===== config.mk =====
export PLATFORM = sky130hd
export DESIGN_NAME = uart_fifo_bridge
export DESIGN_NICKNAME = d
export VERILOG_FILES = /design/src/rtl/uart_fifo_bridge.sv
export SDC_FILE = /design/constraint.sdc
export NUM_CORES = 1
export LEC_CHECK = 0
export CORE_MARGIN = 2
export CORE_UTILIZATION = 30
export CTS_CLUSTER_DIAMETER = 60
export DETAILED_ROUTE_END_ITERATION = 8
export PLACE_DENSITY_LB_ADDON = 0.15
export SYNTH_ARGS = -nofsm -noshare
export SYNTH_HDL_FRONTEND = slang
export SYNTH_SLANG_ARGS = --single-unit
export TNS_END_PERCENT = 100

===== constraint.sdc =====
create_clock -name sys_clk_i -period 3.2 [get_ports sys_clk_i]
set_input_delay 0.64 -clock sys_clk_i [delete_from_list [all_inputs] [get_ports sys_clk_i]]
set_output_delay 0.64 -clock sys_clk_i [all_outputs]
set_load 0.02 [all_outputs]

===== src/rtl/uart_fifo_bridge.sv =====
// CPU-side register bridge to a byte UART core: TX and RX byte FIFOs, small
// handshake FSMs toward the core, a status register with sticky error flags.
module uart_fifo_bridge #(
  parameter int DEPTH = 16,
  parameter int AW    = 4
) (
  input  logic       sys_clk_i,
  input  logic       sys_rst_i,
  input  logic [1:0] io_addr_i,
  input  logic       io_wr_i,
  input  logic       io_rd_i,
  input  logic [7:0] io_dat_i,
  output logic [7:0] io_dat_o,
  output logic       irq_o,
  output logic       uart_wr_o,
  output logic [7:0] uart_dat_o,
  input  logic       uart_busy_i,
  input  logic       uart_valid_i,
  input  logic [7:0] uart_dat_i,
  output logic       uart_rd_o
);

  typedef enum logic [1:0] {TX_IDLE, TX_STROBE, TX_ACK, TX_DRAIN} tx_state_t;
  typedef enum logic {RX_IDLE, RX_HOLD} rx_state_t;

  localparam logic [AW:0]   FULL_CNT = (AW+1)'(DEPTH);
  localparam logic [AW:0]   CNT_ONE  = (AW+1)'(1);
  localparam logic [AW-1:0] PTR_ONE  = AW'(1);

  logic [7:0]    tx_mem [DEPTH];
  logic [7:0]    rx_mem [DEPTH];
  logic [AW-1:0] tx_wptr, tx_rptr, rx_wptr, rx_rptr;
  logic [AW:0]   tx_cnt, rx_cnt;
  logic          tx_full, tx_empty, rx_full, rx_empty;
  logic          tx_push, tx_pop, rx_push, rx_pop;
  logic          rx_stall, tx_drop, tx_idle;
  logic          status_rd, stall_set, drop_set;
  logic [1:0]    ack_cnt;
  logic [7:0]    rd_mux;
  tx_state_t     tx_state, tx_next;
  rx_state_t     rx_state, rx_next;

  assign tx_full  = (tx_cnt == FULL_CNT);
  assign tx_empty = (tx_cnt == '0);
  assign rx_full  = (rx_cnt == FULL_CNT);
  assign rx_empty = (rx_cnt == '0);

  assign tx_push   = io_wr_i && (io_addr_i == 2'd0) && !tx_full;
  assign drop_set  = io_wr_i && (io_addr_i == 2'd0) && tx_full;
  assign rx_pop    = io_rd_i && (io_addr_i == 2'd0) && !rx_empty;
  assign status_rd = io_rd_i && (io_addr_i == 2'd1);
  assign tx_idle   = tx_empty && (tx_state == TX_IDLE) && !uart_busy_i;

  // Only an actual capture attempt counts as a stall; in HOLD the byte is already taken.
  assign rx_push   = (rx_state == RX_IDLE) && uart_valid_i && !rx_full;
  assign stall_set = (rx_state == RX_IDLE) && uart_valid_i && rx_full;

  // FIFO storage carries no reset; pointers and counts define its contents.
  always_ff @(posedge sys_clk_i) begin
    if (tx_push) tx_mem[tx_wptr] <= io_dat_i;
    if (rx_push) rx_mem[rx_wptr] <= uart_dat_i;
  end

  always_ff @(posedge sys_clk_i or posedge sys_rst_i) begin
    if (sys_rst_i) begin
      tx_wptr <= '0;
      tx_rptr <= '0;
      tx_cnt  <= '0;
      rx_wptr <= '0;
      rx_rptr <= '0;
      rx_cnt  <= '0;
    end else begin
      if (tx_push) tx_wptr <= tx_wptr + PTR_ONE;
      if (tx_pop)  tx_rptr <= tx_rptr + PTR_ONE;
      if (rx_push) rx_wptr <= rx_wptr + PTR_ONE;
      if (rx_pop)  rx_rptr <= rx_rptr + PTR_ONE;
      unique case ({tx_push, tx_pop})
        2'b10:   tx_cnt <= tx_cnt + CNT_ONE;
        2'b01:   tx_cnt <= tx_cnt - CNT_ONE;
        default: tx_cnt <= tx_cnt;
      endcase
      unique case ({rx_push, rx_pop})
        2'b10:   rx_cnt <= rx_cnt + CNT_ONE;
        2'b01:   rx_cnt <= rx_cnt - CNT_ONE;
        default: rx_cnt <= rx_cnt;
      endcase
    end
  end

  // TX handshake: the pop happens on the edge entering STROBE so uart_dat_o is
  // valid for the whole strobe cycle and then simply holds.
  always_comb begin
    tx_next = tx_state;
    tx_pop  = 1'b0;
    unique case (tx_state)
      TX_IDLE: begin
        if (!tx_empty && !uart_busy_i) begin
          tx_next = TX_STROBE;
          tx_pop  = 1'b1;
        end
      end
      TX_STROBE: tx_next = TX_ACK;
      TX_ACK:    if (uart_busy_i || (ack_cnt == 2'd3)) tx_next = TX_DRAIN;
      TX_DRAIN:  if (!uart_busy_i) tx_next = TX_IDLE;
      default:   tx_next = TX_IDLE;
    endcase
  end

  always_ff @(posedge sys_clk_i or posedge sys_rst_i) begin
    if (sys_rst_i) begin
      tx_state   <= TX_IDLE;
      ack_cnt    <= 2'd0;
      uart_wr_o  <= 1'b0;
      uart_dat_o <= 8'h00;
    end else begin
      tx_state  <= tx_next;
      ack_cnt   <= (tx_state == TX_ACK) ? ack_cnt + 2'd1 : 2'd0;
      uart_wr_o <= tx_pop;
      if (tx_pop) uart_dat_o <= tx_mem[tx_rptr];
    end
  end

  always_comb begin
    rx_next = rx_state;
    unique case (rx_state)
      RX_IDLE: if (rx_push) rx_next = RX_HOLD;
      RX_HOLD: rx_next = RX_IDLE;
      default: rx_next = RX_IDLE;
    endcase
  end

  always_ff @(posedge sys_clk_i or posedge sys_rst_i) begin
    if (sys_rst_i) begin
      rx_state  <= RX_IDLE;
      uart_rd_o <= 1'b0;
    end else begin
      rx_state  <= rx_next;
      uart_rd_o <= rx_push;
    end
  end

  // Sticky flags: a set event in the clearing cycle takes priority.
  always_ff @(posedge sys_clk_i or posedge sys_rst_i) begin
    if (sys_rst_i) begin
      rx_stall <= 1'b0;
      tx_drop  <= 1'b0;
    end else begin
      if (stall_set)      rx_stall <= 1'b1;
      else if (status_rd) rx_stall <= 1'b0;
      if (drop_set)       tx_drop  <= 1'b1;
      else if (status_rd) tx_drop  <= 1'b0;
    end
  end

  always_comb begin
    rd_mux = 8'h00;
    unique case (io_addr_i)
      2'd0:    rd_mux = rx_empty ? 8'h00 : rx_mem[rx_rptr];
      2'd1:    rd_mux = {2'b00, tx_drop, rx_stall, rx_full, tx_idle, !tx_full, !rx_empty};
      2'd2:    rd_mux = 8'(rx_cnt);
      2'd3:    rd_mux = 8'(tx_cnt);
      default: rd_mux = 8'h00;
    endcase
  end

  always_ff @(posedge sys_clk_i or posedge sys_rst_i) begin
    if (sys_rst_i) begin
      io_dat_o <= 8'h00;
      irq_o    <= 1'b0;
    end else begin
      if (io_rd_i) io_dat_o <= rd_mux;
      irq_o <= !rx_empty;
    end
  end

endmodule


Yosys cells after proc, flatten, opt, wreduce, memory -nomap -nowiden
Memory sizes are Yosys's and may differ from the RTL's. A register that Yosys moved wholly into a read port is not among the register bits.
Cells that the tools add are included.
Word-level totals
  bits in writable memories: 256
  memories kept: 2
  input port bits: 24
  flip-flop bits (word level): 44
  logic and storage cells: 89
Cells by class
  bitwise gates (word level): 1
  $add $sub $neg: 9
  mux-type cells: 19
  equality and inequality tests: 16
  reductions and logical operators: 27
Memories
  rx_mem: words 16, width 8, read ports 1, clocked after Yosys merged registers in 0, wr ports 1, line 31  | logic [7:0] rx_mem [DEPTH];
  tx_mem: words 16, width 8, read ports 1, clocked after Yosys merged registers in 1, wr ports 1, line 30  | logic [7:0] tx_mem [DEPTH];
Operators with widths (count)
  $pmux W8 S4: 1
  $pmux W5 S2: 2
  $add A4 B1 Y4 const B: 4
  $eq A2 B2 Y1 const B: 7
  $logic_and A1 B1 Y1: 12
  $add A5 B1 Y5 const B: 2
  $eq A5 B5 Y1 const B: 2
  $logic_not A5 Y1: 2
  $sub A5 B1 Y5 const B: 2
  $mux W1: 9
  $eq A2 B1 Y1 const B: 4
  $mux W2: 4
  $mux W8: 1
  $pmux W2 S4: 1
  $reduce_bool A2 Y1: 4
  $logic_not A1 Y1: 5
  $logic_not A2 Y1: 2
  $ne A2 B2 Y1 const B: 2
  $reduce_and A3 Y1: 1
  $add A2 B1 Y2 const B: 1
  $ne A2 B1 Y1 const B: 1
  $pmux W1 S2: 1
  $logic_or A1 B1 Y1: 1
  $not A1 Y1: 1

Longest topological paths before layout
  depth after elaboration: 7
  gate-level depth with buffers: 14
  depth with buffers taken out: 13

Least setup slack after synthesis
Ideal clock, no wire load.
  path kind: input-to-reg
  start: input io_addr_i[0]
  end: register rx_cnt[4]
  data arrival time: 3.036 ns
  buffers on the path: 2
  setup slack: 0.041 ns
  cell stages on the path: 14
  library setup time: 0.124 ns
  cells stage by stage: clkbuf_1 > nor2_1 > and2_1 > clkbuf_1 > nand2_1 > inv_1 > ha_1 > inv_1 > fa_1 > nor2b_1 > o21ai_0 > nand3_1 > or3b_2 > xnor2_1
On the way
  word-level cells in the longest chain between the ends: 5
Ends and longest elaborated chain
  from (decl): line 9  | input logic [1:0] io_addr_i,
  $logic_not A2 Y1 *: line 50  | assign rx_pop = io_rd_i && (io_addr_i == 2'd0) && !rx_empty;
  $logic_and A1 B1 Y1 * (2 in series): line 50
  net rx_pop: line 35  | logic tx_push, tx_pop, rx_push, rx_pop;
  $eq A2 B1 Y1 or $eq A2 B2 Y1 (tied branches): line 82  | unique case ({rx_push, rx_pop})
  $pmux W5 S2 or $reduce_bool A2 Y1 (tied branches)
  to (signal assigned): line 83  | 2'b10: rx_cnt <= rx_cnt + CNT_ONE;
  to (signal assigned): line 84  | 2'b01: rx_cnt <= rx_cnt - CNT_ONE;
  to (signal assigned): line 85  | default: rx_cnt <= rx_cnt;
  to (decl): line 33  | logic [AW:0] tx_cnt, rx_cnt;
The timed path passes the listed nets; every way through them passes the cells marked *.
A chain may end at the register's enable or synchronous reset.

Worst setup path in the final report
  start: register rx_cnt[0]
  end: register rx_cnt[4]
On the way
  word-level cells in the longest chain between the ends: 5
Ends and longest elaborated chain
  $logic_not A5 Y1 *: line 46  | assign rx_empty = (rx_cnt == '0);
  $logic_not A1 Y1 *: line 50
  $logic_and A1 B1 Y1 *: line 50
  net rx_pop: line 35
  $eq A2 B1 Y1 or $eq A2 B2 Y1 (tied branches): line 82
  $pmux W5 S2 or $reduce_bool A2 Y1 (tied branches)
Marked as above.

==> out/metrics.cfg <==
[placed_design]
place_congestion = 0.735
dp_hpwl_um = 19100
place_ws_ns = 0.00670
place_area_um2 = 14100
portBuffers = 42
placedCellCount = 1355

[clock_tree]
clkSlewWorstSetupHoldPaths_ns = 0.05
cts-root-buf = clkbuf_16
cts_tree = done
htree_levels = 2
cts_buffers = 39
holdBufCountCts = 0
clock_latency_ns = 0.55
cts_setup_buffers = 0
cts_resized = 0
cts_max_path_buffers = 3
cts_sinks = 308

[synthesis]
ys_warn_count = 0
synth_top_family_by_area = multiplexers
synth_edf_count = 256
synth_fa_ha_area_share_pct = 2.32
yosysUniqueCellTypes = 45
synth_top_cell_area_share_pct = 60.5
synth_area_leaders = edfxtp_1, dfrtp_1, mux4_2
syn_inst = 750
synth_nets = 797
yosys.area_share.simple_pct = 5.48
synth_top_area_cell = edfxtp_1
synth_compound_area_share_pct = 3.98
synth_top_flop_cell = edfxtp_1
synth_common_cells = edfxtp_1, dfrtp_1, mux2i_1, nand2_1, mux4_2
avgSynthCellArea_um2 = 16.9
ys_ff_latch = 308
synthXorXnorAreaFrac_pct = 1.52
synth_most_common_cell = edfxtp_1
synthMuxAreaShare_pct = 13.8
synth_area_um2 = 12700
ys_async_sr_fraction_pct = 16.9
yosysSeqAreaShare_pct = 70.8

[sta]
setup_tns_ns = 0
slew_viol_final = 0
rsz0062_at_grt = false
min_period_ns = 2.89
clock_skew_ns = 0.0238
layout_setup_ws_ns = 0.309
period_share_pct = 90.3
hold_ws_ns = 0.436
relSlewSlack_pct = 55.3
setup-violations-final = 0
hold_violations = 0
tightestPinTransition_ns = 0.669
timing.fmax_mhz = 346

[critical_path]
path_cells = nor4_2 > nand2b_1 > and2_1 > nand2_1 > inv_1 > ha_1 > ha_1 > nor2b_1 > o21ai_0 > a21oi_1 > or3b_2 > xnor2_1
critPathMostFrequentCell = ha_1
crit_path_end_kind = flop
r2r_end = rx_cnt[4]
arrival_ns = 3.32
critPathKind = reg2reg
r2r_start = rx_cnt[0]
r2r_cells = 12
startpoint_type = flop
critPathMaxStageDelay_ns = 0.45
crit_slowest_cell = or3b_2
crit_fanout = 4
crit_required_ns = 3.62
reg2reg_slack_ns = 0.31

[cells_and_area]
antenna_cells = 0
drive_gt1_share_pct = 20.0
fin_util_pct = 36.7
area_delta_synth_final_pct = 21.0
fin_area_um2 = 15400
nets = 904
instances_no_fill = 1426

[detailed_routing]
post_drt_via_cell_ratio = 4.63
ant_nets = 0
first_pass_iters = 6
vias = 6603
wl_um = 28900
wl_per_cell_um = 20.2
drt_iter0_markers = 368
remaining_drc_errors = 0

[global_route]
overflow = 0
grt_pass1_vias = 6999
groute.usage.overall_pct = 13.6
antenna_found_initial = 0
grt_start_max_net_pins = 27
grt_first_pass_wirelength_um = 43900

[die]
die-height_um = 210
ios = 43
design.die.area_um2 = 44000
die_w_um = 210
core_um2 = 41900
rows = 75
start_util_pct = 30.4

[power]
p_leak_nw = 5.48
finalPower_mw = 13.0
ir_worst_vdd_mv = 0.426
p_per_area_nw_per_um2 = 849

[min_path]
holdPathStages = 1
holdCritPathClass = reg2reg
worstHoldStart = ack_cnt[0]
holdPathEnd = ack_cnt[0]

[run]
drv_cap = 0

[outcome]
status = finished clean

[registers in the layout, indices dropped and copies added, names as in the netlist, 5 cells and up]
signal / count
io_dat_o: 8
rx_cnt: 5
tx_mem: 128
rx_mem: 128
tx_cnt: 5
uart_dat_o: 8
[cells in the final DEF, fill, tap and decap left out, types with 4 or more instances in the layout]
cell type          n
edfxtp_1         256
buf_4             61
mux2i_1           50
dfrtp_1           50
nand2_1           46
clkdlybuf4s50_1   42
clkbuf_16         40
mux4_2            37
o21ai_0           34
nor2_1            26
ha_1              22
a21oi_1           21
and2_1            19
inv_1             18
xnor2_1           15
mux2_2            14
a22oi_1           13
nand3_1           13
mux4_1            10
clkbuf_1           9
nor2b_1            8
nand4_1            8
xor2_1             7
nand2b_1           6
a21o_1             6
clkinv_1           6
nor3_1             5
clkinv_2           4
[kinds of logic after synthesis]
family	after synthesis
flip-flops	308
buffers and inverters	60
multiplexers	111
XOR/XNOR	22
AO/OA/AOI/OAI	85
AND/OR/NAND/NOR	141
adder cells (fa/ha/maj)	23
[layer usage]
| metal | track usage (%) | routed length (um) |
|---|---|---|
| met1 | 18.0 | 13200 |
| met2 | 22.6 | 14200 |
| met3 | 2.99 | 980 |
| met4 | 3.67 | 519 |
| met5 | 0 | 0 |
[how the worst max path moves through the flow]
| stage | to | from | depth (start not counted) |
|---|---|---|---|
| 6_report | rx_cnt[4] | rx_cnt[0] | 12 |
| 2_1_floorplan | rx_cnt[4] | io_addr_i[0] | 14 |
| 3_5_place_dp | rx_cnt[4] | io_addr_i[1] | 13 |
| 5_1_grt | rx_cnt[4] | rx_cnt[0] | 12 |
| 3_3_place_gp | rx_cnt[4] | io_addr_i[1] | 13 |
| 4_1_cts | rx_cnt[4] | rx_cnt[0] | 12 |
[layout make-up]
class	count	area, um2
inverters	21	78.8
multi-input cells	382	3440
repair buffers	105	918
fillers	3923	26500
clock buffers	52	1080
well taps	539	674
flip-flops and latches	308	8990
clock inverters	19	190
[where the power goes]
group / internal, mW / leakage (nW) / switching [mW]
Combinational: 1.69 / 1.93 / 1.79
Clock: 2.61 / 0.613 / 1.67
Sequential: 4.80 / 2.94 / 0.484
[worst max-delay path: cells and delay by family (launching register included)]
family	cells	cell delay [ns]
AO/OA/AOI/OAI	2	0.30
XOR/XNOR	1	0.13
adder cells (fa/ha/maj)	2	0.49
buffers and inverters	1	0.04
flip-flops	1	0.43
AND/OR/NAND/NOR	6	1.39
Note: power is estimated with default switching activity, not from simulation.
